## src/rtl/alu_div.sv

```systemverilog
`default_nettype none
// ============================================================================
// Module      : alu_div
// Description : Multi-cycle unsigned restoring divider. One trial subtraction
//               per clock using the a + ~b + 1 borrow convention, with
//               start/busy/done handshaking and a divide-by-zero shortcut.
// Revision    : 1.0 - initial release
// ============================================================================
module alu_div #(
    parameter int DATA_BITS = 8
) (
    input  logic                 clk,
    input  logic                 reset_n,
    input  logic                 start,
    input  logic [DATA_BITS-1:0] dividend,
    input  logic [DATA_BITS-1:0] divisor,
    output logic                 busy,
    output logic                 done,
    output logic [DATA_BITS-1:0] quotient,
    output logic [DATA_BITS-1:0] remainder,
    output logic                 div_by_zero
);

    localparam int             CNT_W    = $clog2(DATA_BITS + 1);
    localparam logic [CNT_W-1:0] CNT_LOAD = CNT_W'(DATA_BITS);
    localparam logic [CNT_W-1:0] CNT_LAST = CNT_W'(1);

    typedef enum logic [0:0] {
        S_IDLE = 1'b0,
        S_RUN  = 1'b1
    } state_t;

    state_t                 state_q;
    logic [CNT_W-1:0]       cnt_q;
    logic [DATA_BITS:0]     prem_q;     // partial remainder
    logic [DATA_BITS-1:0]   qreg_q;     // dividend bits shifting out, quotient bits shifting in
    logic [DATA_BITS-1:0]   dvs_q;      // latched divisor
    logic                   busy_q;
    logic                   done_q;
    logic [DATA_BITS-1:0]   quot_q;
    logic [DATA_BITS-1:0]   rem_q;
    logic                   dbz_q;

    logic [DATA_BITS:0]     shift_rem;
    logic [DATA_BITS+1:0]   trial_sum;
    logic                   no_borrow;
    logic [DATA_BITS:0]     prem_d;
    logic [DATA_BITS-1:0]   qreg_d;

    // One restoring-division step: shift, trial subtract, keep or restore.
    always_comb begin
        shift_rem = {prem_q[DATA_BITS-1:0], qreg_q[DATA_BITS-1]};
        trial_sum = {1'b0, shift_rem}
                  + {1'b0, ~{1'b0, dvs_q}}
                  + {{(DATA_BITS+1){1'b0}}, 1'b1};
        // A set bit shifted out of the partial remainder means the shifted
        // value exceeds any divisor, so it also counts as "no borrow".
        no_borrow = trial_sum[DATA_BITS+1] | prem_q[DATA_BITS];
        prem_d    = no_borrow ? trial_sum[DATA_BITS:0] : shift_rem;
        qreg_d    = {qreg_q[DATA_BITS-2:0], no_borrow};
    end

    // Control FSM, datapath registers and registered outputs.
    always_ff @(posedge clk or negedge reset_n) begin
        if (!reset_n) begin
            state_q <= S_IDLE;
            cnt_q   <= '0;
            prem_q  <= '0;
            qreg_q  <= '0;
            dvs_q   <= '0;
            busy_q  <= 1'b0;
            done_q  <= 1'b0;
            quot_q  <= '0;
            rem_q   <= '0;
            dbz_q   <= 1'b0;
        end else begin
            done_q <= 1'b0;
            case (state_q)
                S_IDLE: begin
                    if (start) begin
                        if (divisor == '0) begin
                            // Divide by zero completes immediately without iterating.
                            quot_q <= '1;
                            rem_q  <= dividend;
                            dbz_q  <= 1'b1;
                            done_q <= 1'b1;
                        end else begin
                            dvs_q   <= divisor;
                            prem_q  <= '0;
                            qreg_q  <= dividend;
                            cnt_q   <= CNT_LOAD;
                            busy_q  <= 1'b1;
                            state_q <= S_RUN;
                        end
                    end
                end
                S_RUN: begin
                    prem_q <= prem_d;
                    qreg_q <= qreg_d;
                    cnt_q  <= cnt_q - 1'b1;
                    if (cnt_q == CNT_LAST) begin
                        state_q <= S_IDLE;
                        busy_q  <= 1'b0;
                        done_q  <= 1'b1;
                        quot_q  <= qreg_d;
                        rem_q   <= prem_d[DATA_BITS-1:0];
                        dbz_q   <= 1'b0;
                    end
                end
                default: begin
                    state_q <= S_IDLE;
                    busy_q  <= 1'b0;
                end
            endcase
        end
    end

    assign busy        = busy_q;
    assign done        = done_q;
    assign quotient    = quot_q;
    assign remainder   = rem_q;
    assign div_by_zero = dbz_q;

endmodule
`default_nettype wire

```

## config.mk

```make
export PLATFORM = sky130hd
export DESIGN_NAME = alu_div
export DESIGN_NICKNAME = d
export VERILOG_FILES = /design/src/rtl/alu_div.sv
export SDC_FILE = /design/constraint.sdc
export NUM_CORES = 1
export LEC_CHECK = 0
export ABC_AREA = 1
export BUFFER_PORTS_ARGS = -buffer_cell sky130_fd_sc_hd__buf_2
export CAP_MARGIN = 5
export CORE_MARGIN = 1.5
export CORE_UTILIZATION = 60
export CTS_BUF_LIST = sky130_fd_sc_hd__clkbuf_4
export DETAILED_ROUTE_END_ITERATION = 10
export PLACE_DENSITY = 0.9
export SETUP_SLACK_MARGIN = 0.1
export SYNTH_ARGS = -nofsm -noshare
export SYNTH_HDL_FRONTEND = slang
export SYNTH_SLANG_ARGS = --single-unit
```

## constraint.sdc

```tcl
create_clock -name clk -period 2.2 [get_ports clk]
set_input_delay 0.44 -clock clk [delete_from_list [all_inputs] [get_ports clk]]
set_output_delay 0.44 -clock clk [all_outputs]
set_load 0.01 [all_outputs]
```

==> results.md, run 1 <==
* Synth top area share at between 40% and 50%
* Die X at between 70 and 80 µm
* Crit path kind: reg -> reg
* Row count at 24
* Worst-Skew Late Latency at 0.38 ns
* Rel. slew slack at between 70% and 80%
* Layout cells sized above 1 at ~22%
* Area leader, netlist: dfrtp_1
* Chip height at 71.3 µm
* Area growth, synth to finish at 10.9%
* Quantity of I/O buffers inserted on ports at 37
* Final HPWL DP at 4.53 mm
* Sw frac at a little under half
* YS warnings at 0
* Max-Cap Viols at 0
* Die area at about 5000 µm²
* Largest net degree at the start of global routing at 50
* Slowest stage delay, CP at around 0.44 ns
* Crit path max-delay cell type: dfrtp_1
* Unrepaired setup endpoints after global routing: no
* Core area at approximately 4400 µm²
* Setup TNS at 0 ns
* Post-Syn Area at between 2000 and 3000 µm²
* Clock transition at path regs at 0.15 ns
* WL/cell at approximately 14 µm
* First-pass GRT wire length at ~11 mm
* Register area share after synthesis at 43.8%
* H-tree levels at 2
* Slew at the pin with the worst max-slew slack at 0.403 ns
* Crit. End Element: register
* VDD IR max at around 1.1 mV
* Seq cells post-synth at 49
* Fin crit share at roughly 87%
* DRC at 0
* Clock network power share at a little over a tenth
* Most used cell along the critical path: nand2_1
* Area contributors post-synth: dfrtp_1 (44%), nand2_1 (9.4%), inv_1 (6.2%)
* CTS Buffer Depth at 2
* CP Launch Type: register
* P_leak at between 1.5 and 2 nW
* N_diodes at 0
* Initial DRT Pass Iterations at 4
* Worst Path Arrival at 2.21 ns
* CTS tree: built
* Final setup fails at 0
* CTS sink cnt at between 40 and 50
* Post-CTS setup buffer count at 0
* Most common cell in the synthesized netlist: nand2_1
* Clock skew at roughly 0.013 ns
* Grt ovf at 0
* Syn Nets at 370
* Hold Violations, Final at 0
* Clock root buffer: clkbuf_4
* CP Max Fanout at 11
* Antenna Violating Nets Remaining at 0
* Worst path buffer plus inverter count at 1
* NumNets Final at 406
* WL final at 6.14 mm
* Top FF cell, synth: dfrtp_1
* Synth unique cells at 38
* Syn_area_per_cell at a little over 8 µm²
* DRT iter0 DRCs at between 150 and 200
* Psw at approximately 0.0025 W
* Async SR Flop Fraction at 100%
* Worst hold slack at 0.0260 ns
* I/O pins at 38
* Via density at 5.60
* GPL Wtd Cong at slightly below 0.9
* Comb power frac at 59.5%
* Vias in the first global route at approximately 2,400
* EDFF count, synth at 0
* Tot GR Track Use at about 27%
* R2R setup slack at ~0.28 ns
* Hold WC Path Type: in -> async
* CP Cell Sequence: ha_1 -> nand2_1 -> nand2_1 -> a21oi_2 -> nand4_4 -> nand3_2 -> nand3_1 -> nand2_1 -> inv_1
* Flop pwr share at between 30% and 40%
* Fmax at between 0.5 and 0.6 GHz
* Initial core utilization at approximately 63%
* Initial antenna violation count at 0
* Pint at 0.00278 W
* Status: finished, final reports clean
* CTS buffer count at 5
* Crit path time final at around 1.9 ns
* Vias at approximately 2,400
* Crit path required time at 2.49 ns
* Power Density at 1710 nW/µm²
* Largest delay contributor family on the critical path: simple AND/OR/NAND/NOR gates
* Most instantiated cells after synthesis: nand2_1 (70), dfrtp_1 (49), inv_1 (46), nor2_1 (24), nand3_1 (20)
* Slew Viols, Final at 0
* Post-synthesis cell count at between 300 and 400
## metrics by stage
stage / setup WS [ns] / std cells / total power [W] / utilization, % / instance area, µm²
after floorplan: 0.527 / 340 / 0.00402 / - / 2800
after global placement: 0.282 / 421 / 0.00457 / 68.1 / 3010
after detailed placement: 0.197 / 421 / 0.00472 / 68.1 / 3010
after CTS: 0.178 / 429 / 0.00528 / 70.0 / 3090
after global routing: 0.163 / 429 / 0.00582 / 70.2 / 3100
final: 0.281 / 429 / 0.00531 / 70.2 / 3100
## cells in the final DEF (no fill, tap or decap), drive strengths merged, types with 2 or more instances in the layout
cell    instances
buf            40
o211ai          2
dfrtp          49
or2             8
a21boi          3
ha             10
xnor2           2
nor3            2
xor2            2
clkbuf          6
nor2           28
a31oi           7
a21oi          12
o21ai          23
o22ai           5
nand4          12
nand3          30
inv            53
nand2          77
## power by group through the flow
| stage | clock network, W | logic (W) | registers, W |
|---|---|---|---|
| floorplan | 0 | 0.00240 | 0.00163 |
| global placement | 0 | 0.00298 | 0.00159 |
| detailed placement | 0 | 0.00311 | 0.00161 |
| CTS | 0.000551 | 0.00314 | 0.00159 |
| global route | 0.000586 | 0.00359 | 0.00165 |
| finish | 0.000551 | 0.00316 | 0.00160 |
## layer usage
layer	share of wire [%]	vias up	track usage, %
met2	52	74	46.1
met5	0	-	0
met1	42	1141	35.2
met3	4.9	5	4.92
li1	-	1182	-
met4	0.99	0	7.76
## worst paths after layout
| check | from | end | cells past startpoint |
|---|---|---|---|
| max | prem_q[5]$_DFFE_PN0P_ | remainder[5]$_DFFE_PN0P_ | 9 |
| min | reset_n | quotient[1]$_DFFE_PN0P_ | 2 |
| max reg2reg | prem_q[5]$_DFFE_PN0P_ | remainder[5]$_DFFE_PN0P_ | 9 |
| min reg2reg | div_by_zero$_DFFE_PN0P_ | div_by_zero$_DFFE_PN0P_ | 1 |
| max in group asynchronous | reset_n | div_by_zero$_DFFE_PN0P_ | 2 |
| min in group clk | divisor[0] | dvs_q[0]$_DFFE_PN0P_ | 3 |
## state kept, by name (all words and copies together) (netlist names)
name and flops:
done 1, remainder 8, prem_q 9, qreg_q 8, quotient 8, div_by_zero 1, dvs_q 8, state_q 1
busy 1, cnt_q 4
## final cells by class
cell class,instances,area [µm²]
Multi-Input combinational cell,227,1310
Tap cell,52,65.1
Sequential cell,49,1230
Fill cell,343,1310
Clock buffer,6,45.0
Inverter,53,199
Timing Repair Buffer,40,220
Clock inverter,2,38.8
## cells by family (layout without fill, tap and decap cells)
group           count (synthesis)  in the layout  synth area share [%]
simple gates                  157            157                  28.5
fa+ha+maj                      11             11                  5.19
compound gates                 55             55                  11.5
xor+xnor                        4              4                  1.25
flops                          49             49                  43.8
buf+inv                        64            101                  9.75
## repair_timing
item                                   in CTS  in global routing
resized for setup                           0                  1
hold buffers                                0                  0
setup endpoints to repair                   0                  9
endpoints found under the hold margin       0                  0
Note: power is estimated with default switching activity, not from simulation.
==> run 2, diff against run 1 <==
- CORE_UTILIZATION: 60 -> 64
- PLACE_DENSITY: 0.9 -> 0.94
- clock period: 2.2 -> 2.25 ns (I/O delays scaled with it)
==> run 2 against run 1 <==
  * Register-to-register slack improved by 0.02 ns
  * Clock power decreased by 27%
  * Worst setup slack improved by 0.018 ns
  * Final cell count decreased by 0.47%
  * Flip-flop and latch count unchanged
  * Sequential share of layout area increased by 0.40 points
  * Sequential power about the same
  * Largest cell class unchanged
  * Maximum frequency decreased by 1.6%
  * Critical path depth unchanged
  * Critical path type unchanged
==> results.md, run 2 (synthesized netlist as in run 1, its figures left out) <==
* CTS buffer count at 5
* I/O pins at 38
* Slew Viols, Final at 0
* Worst Path Arrival at between 2 and 2.5 ns
* Tot GR Track Use at a little over a quarter
* Final setup fails at 0
* Worst-Skew Late Latency at between 0.3 and 0.4 ns
* Largest Register: prem_q
* Final HPWL DP at between 4 and 5 mm
* CTS Hold Buffers Added at 0
* Final core utilization at between 70% and 80%
* Core area at about 4100 µm²
* Final Non-Filler Cells at 427
* Die area at about 4800 µm²
* DRC at 0
* Hold WC Path Type: in -> async
* WL/cell at about 14 µm
* Vias at about 2,400
* H-tree levels at 2
* Crit path kind: reg -> reg
* Initial DRT Pass Iterations at 4
* Initial antenna violation count at 0
* NumNets Final at approximately 400
* Layout cells sized above 1 at around 22%
* Inst Count DP at around 420
* Unrepaired setup endpoints after global routing: no
* Vias in the first global route at approximately 2,300
* Area growth, synth to finish at 9.75%
* Setup TNS at 0 ns
* Fin crit share at just under 90%
* Row count at 23
* VDD IR max at just under 1 mV
* P_leak at about 1.6 nW
* Die X at a little under 70 µm
* WL final at 6.07 mm
* Max-Cap Viols at 0
* Fmax at a little over 0.5 GHz
* Antenna Violating Nets Remaining at 0
* Quantity of I/O buffers inserted on ports at 37
* Status: finished, final reports clean
* GPL Wtd Cong at between 0.9 and 1
* Grt ovf at 0
* CTS tree: built
* First-pass GRT wire length at around 10 mm
* Clock root buffer: clkbuf_4
* Post-CTS setup buffer count at 0
* DRT iter0 DRCs at about 160
* CTS Buffer Depth at 2
* CP Launch Type: register
* Via density at roughly 5.5
* Max FFs per register at 9
* Most frequent cells in the layout: nand2_1 (70), dfrtp_1 (49), inv_1 (46)
* Power Density at about 1700 nW/µm²
* Rel. slew slack at between 60% and 70%
* Initial core utilization at around two thirds
* Crit path required time at ~2.6 ns
* Slew at the pin with the worst max-slew slack at 0.474 ns
* CP Max Fanout at 3
* Clock skew at between 0.015 and 0.02 ns
* Clock transition at path regs at around 0.15 ns
* CTS sink cnt at 49
* Crit path time final at a little under 2 ns
* Hold Violations, Final at 0
* Largest net degree at the start of global routing at 50
* Most common cell after layout, fill and taps aside: nand2_1
* N_diodes at 0
* Crit. End Element: register
* Chip height at between 60 and 70 µm
run 2: cell count changes in the layout (fill, tap and decap cells not counted):
cell / change
clkinv_1: +1
bufinv_16: -1
clkinv_2: +1
clkbuf_4: -1
run 2: through the flow:
step           setup WS (ns)  power, W  instance area (µm²)  hold slack (ns)
4_1_cts                0.213   0.00503                 3060           0.0340
6_report               0.299   0.00507                 3070           0.0293
3_5_place_dp           0.270   0.00463                 3010            0.452
3_3_place_gp           0.314   0.00450                 3010            0.451
5_1_grt                0.185   0.00554                 3070           0.0316
2_1_floorplan          0.577   0.00394                 2800            0.154
run 2: final timing paths:
kind                                                 end             startpoint  slack, ns  cells past startpoint
worst max-delay path            remainder[4]$_DFFE_PN0P_  qreg_q[7]$_DFFE_PN0P_       0.30                      9
worst min-delay path            remainder[1]$_DFFE_PN0P_                reset_n       0.03                      2
worst max register to register  remainder[4]$_DFFE_PN0P_  qreg_q[7]$_DFFE_PN0P_       0.30                      9
worst min register to register          busy$_DFFE_PN0P_       busy$_DFFE_PN0P_       0.50                      1
max in group asynchronous          prem_q[3]$_DFFE_PN0P_                reset_n       2.00                      2
min in group clk                    dvs_q[5]$_DFFE_PN0P_             divisor[5]       0.31                      3
run 2: worst max-delay path: stages, from the launching register on:
cell and delay [ns]:
dfrtp_1 0.38, inv_1 0.07, ha_1 0.23, fa_1 0.44, o21ai_1 0.24, xor2_1 0.25
nand3_2 0.12, nand3_1 0.10, nand2_1 0.05, inv_1 0.04
run 2: cell type report:
cell class / count / area (µm²)
multi-input cells: 227 / 1310
flip-flops and latches: 49 / 1230
fillers: 311 / 1020
repair buffers: 40 / 220
inverters: 53 / 199
well taps: 50 / 62.6
clock buffers: 5 / 37.5
clock inverters: 3 / 17.5
run 2: per-layer routing:
layer	up-vias	wire length, µm	GRT usage [%]	part of all wire [%]
met5	-	0	0	0
met4	0	159	11.3	2.6
met3	17	273	4.97	4.5
met2	71	2980	43.2	49
met1	1103	2660	36.8	44
li1	1178	-	-	-
run 2: what timing repair did:
action / CTS / global route
gates resized for setup: 0 / 1
hold endpoints to repair: 0 / 0
endpoints found under the setup margin: 0 / 6
run 2: where the power goes:
group	internal [W]	switching (W)
logic	0.00116	0.00194
clock network	0.000119	0.000285
registers	0.00131	0.000263
==> run 3, diff against run 2 <==
- MAX_ROUTING_LAYER: default -> met4
==> run 3 against run 2 <==
  * Clock-buffer cell count increased by 1
  * Largest cell class unchanged
  * Combinational power decreased by 1%
  * First-iteration DRC count increased by 35%
  * Die area unchanged
  * Critical path type unchanged
  * Highest routed layer unchanged
  * Maximum frequency increased by 3.0%
  * Flip-flop and latch count unchanged
==> results.md, run 3 (synthesized netlist as in run 1, its figures left out) <==
* Status: finished, final reports clean
* Max-Cap Viols at 0
* Inst Count DP at between 400 and 500
* Max FFs per register at 9
* Die area at 4770 µm²
* GPL Wtd Cong at roughly 0.86
* Final HPWL DP at 4.47 mm
* Hold WC Path Type: in -> async
* PnR worst setup slack at between 0.3 and 0.4 ns
* Worst-Skew Late Latency at 0.37 ns
* N_diodes at 0
* Crit path time final at 1.89 ns
* Worst setup path startpoint: prem_q[3]$_DFFE_PN0P_
* CTS sink cnt at between 40 and 50
* Setup TNS at 0 ns
* Initial antenna violation count at 0
* Clock root buffer: clkbuf_4
* FF-to-FF End: remainder[1]$_DFFE_PN0P_
* Via density at 5.65
* Vias in the first global route at approximately 2,300
* VDD IR max at about 0.84 mV
* Chip height at just under 70 µm
* I/O pins at 38
* WL/cell at about 14 µm
* Power Density at ~1700 nW/µm²
* Core area at just over 4000 µm²
* Antenna Violating Nets Remaining at 0
* Fin crit share at between 80% and 90%
* Largest net degree at the start of global routing at 50
* Initial core utilization at about two thirds
* Row count at 23
* Most common cell after layout, fill and taps aside: nand2_1
* Clock skew at about 0.014 ns
* CTS Buffer Depth at 2
* Grt ovf at 0
* R2R setup slack at 0.36 ns
* NumNets Final at between 400 and 500
* Most used cell along the critical path: nand2_1
* H-tree levels at 2
* Largest Register: prem_q
* CTS buffer count at 5
* Final setup fails at 0
* Unrepaired setup endpoints after global routing: no
* Clock transition at path regs at around 0.14 ns
* Largest delay contributor family on the critical path: simple AND/OR/NAND/NOR gates
* Initial DRT Pass Iterations at 5
* R2R depth at 11
* First-pass GRT wire length at roughly 10 mm
* Die X at 69.1 µm
* Tot GR Track Use at between 20% and 30%
* Crit. End Element: register
* Worst Path Arrival at roughly 2.2 ns
* DRT iter0 DRCs at approximately 220
* WL final at 6.05 mm
* Crit path kind: reg -> reg
* Final Non-Filler Cells at between 400 and 500
* Vias at approximately 2,400
* Critical path endpoint: remainder[1]$_DFFE_PN0P_
* Fmax at 0.528 GHz
* Hold Violations, Final at 0
* CTS tree: built
* Worst path buffer plus inverter count at 2
* Layout cells sized above 1 at between 20% and 30%
* Rel. slew slack at 59.2%
* Most frequent cells in the layout: nand2_1 (70), dfrtp_1 (49), inv_1 (46)
* Area growth, synth to finish at 9.44%
* Crit. path cell count at 11
* RR Startpoint: prem_q[3]$_DFFE_PN0P_
* Crit path required time at between 2 and 3 ns
* Slew Viols, Final at 0
* CP Launch Type: register
* Pre-CTS setup slack at 0.284 ns
* Crit path max-delay cell type: dfrtp_1
* Slew at the pin with the worst max-slew slack at about 0.61 ns
* P_leak at about 1.6 nW
* Design Area, Final at between 3000 and 4000 µm²
* Post-DP Area at 2990 µm²
* Quantity of I/O buffers inserted on ports at 37
* DRC at 0
* CP Cell Sequence: ha_1 -> nand2_1 -> nand2_1 -> inv_1 -> nand2_1 -> nand2_1 -> nand4_4 -> nand3_1 -> nand3_1 -> nand2_1 -> inv_1
* CP Max Fanout at 11
* Slowest stage delay, CP at 0.43 ns
-- run 3: cell types whose count changed in the layout (fill, tap and decap cells not counted), sizes merged --
cell / previous run / this run
clkinv: 3 / 1
clkbuf: 5 / 6
inv: 53 / 54
-- run 3: worst min path at each step --
stage,startpoint,end,slack [ns]
after global placement,busy$_DFFE_PN0P_,busy$_DFFE_PN0P_,0.47
after CTS,reset_n,prem_q[1]$_DFFE_PN0P_,0.17
after global routing,reset_n,qreg_q[6]$_DFFE_PN0P_,0.19
after floorplan,reset_n,busy$_DFFE_PN0P_,0.15
after detailed placement,div_by_zero$_DFFE_PN0P_,div_by_zero$_DFFE_PN0P_,0.48
final,reset_n,cnt_q[2]$_DFFE_PN0P_,0.15
-- run 3: cell type report --
class	instances	area [µm²]
Sequential cell	49	1230
Clock inverter	2	13.8
Tap cell	50	62.6
Multi-Input combinational cell	227	1310
Fill cell	299	1030
Inverter	53	199
Clock buffer	6	45.0
Timing Repair Buffer	40	208
-- run 3: what timing repair did --
item,in CTS,in global routing
hold buffers,0,0
buffers inserted,0,0
endpoints found under the hold margin,0,0
resized for setup,0,1
setup endpoints to repair,0,7
-- run 3: report_power, final --
group	switching [W]	internal (W)	total, W
combinational	0.00191	0.00115	0.00306
sequential	0.000270	0.00131	0.00158
clock	0.000279	0.000137	0.000416
total	0.00246	0.00260	0.00506
-- run 3: metrics by stage --
stage               utilization (%)  hold slack, ns  power, W
finish                         74.9           0.154   0.00506
CTS                            74.7           0.172   0.00501
detailed placement             73.2           0.475   0.00458
floorplan                         -           0.154   0.00394
global placement               73.2           0.468   0.00449
global route                   74.9           0.193   0.00553
-- run 3: layer usage --
metal	vias to the layer above	share of wire [%]	GRT usage [%]
met5	-	0	-
met4	0	1.6	9.37
met3	12	6.2	5.56
met2	84	49	43.9
met1	1138	43	35.6
li1	1177	-	-
-- run 3: worst register-to-register path, cell delays in order (launching register included) --
cell and delay (ns):
dfrtp_1 0.43, ha_1 0.38, nand2_1 0.10, nand2_1 0.07, inv_1 0.10, nand2_1 0.07
nand2_1 0.10, nand4_4 0.22, nand3_1 0.17, nand3_1 0.09, nand2_1 0.06, inv_1 0.03
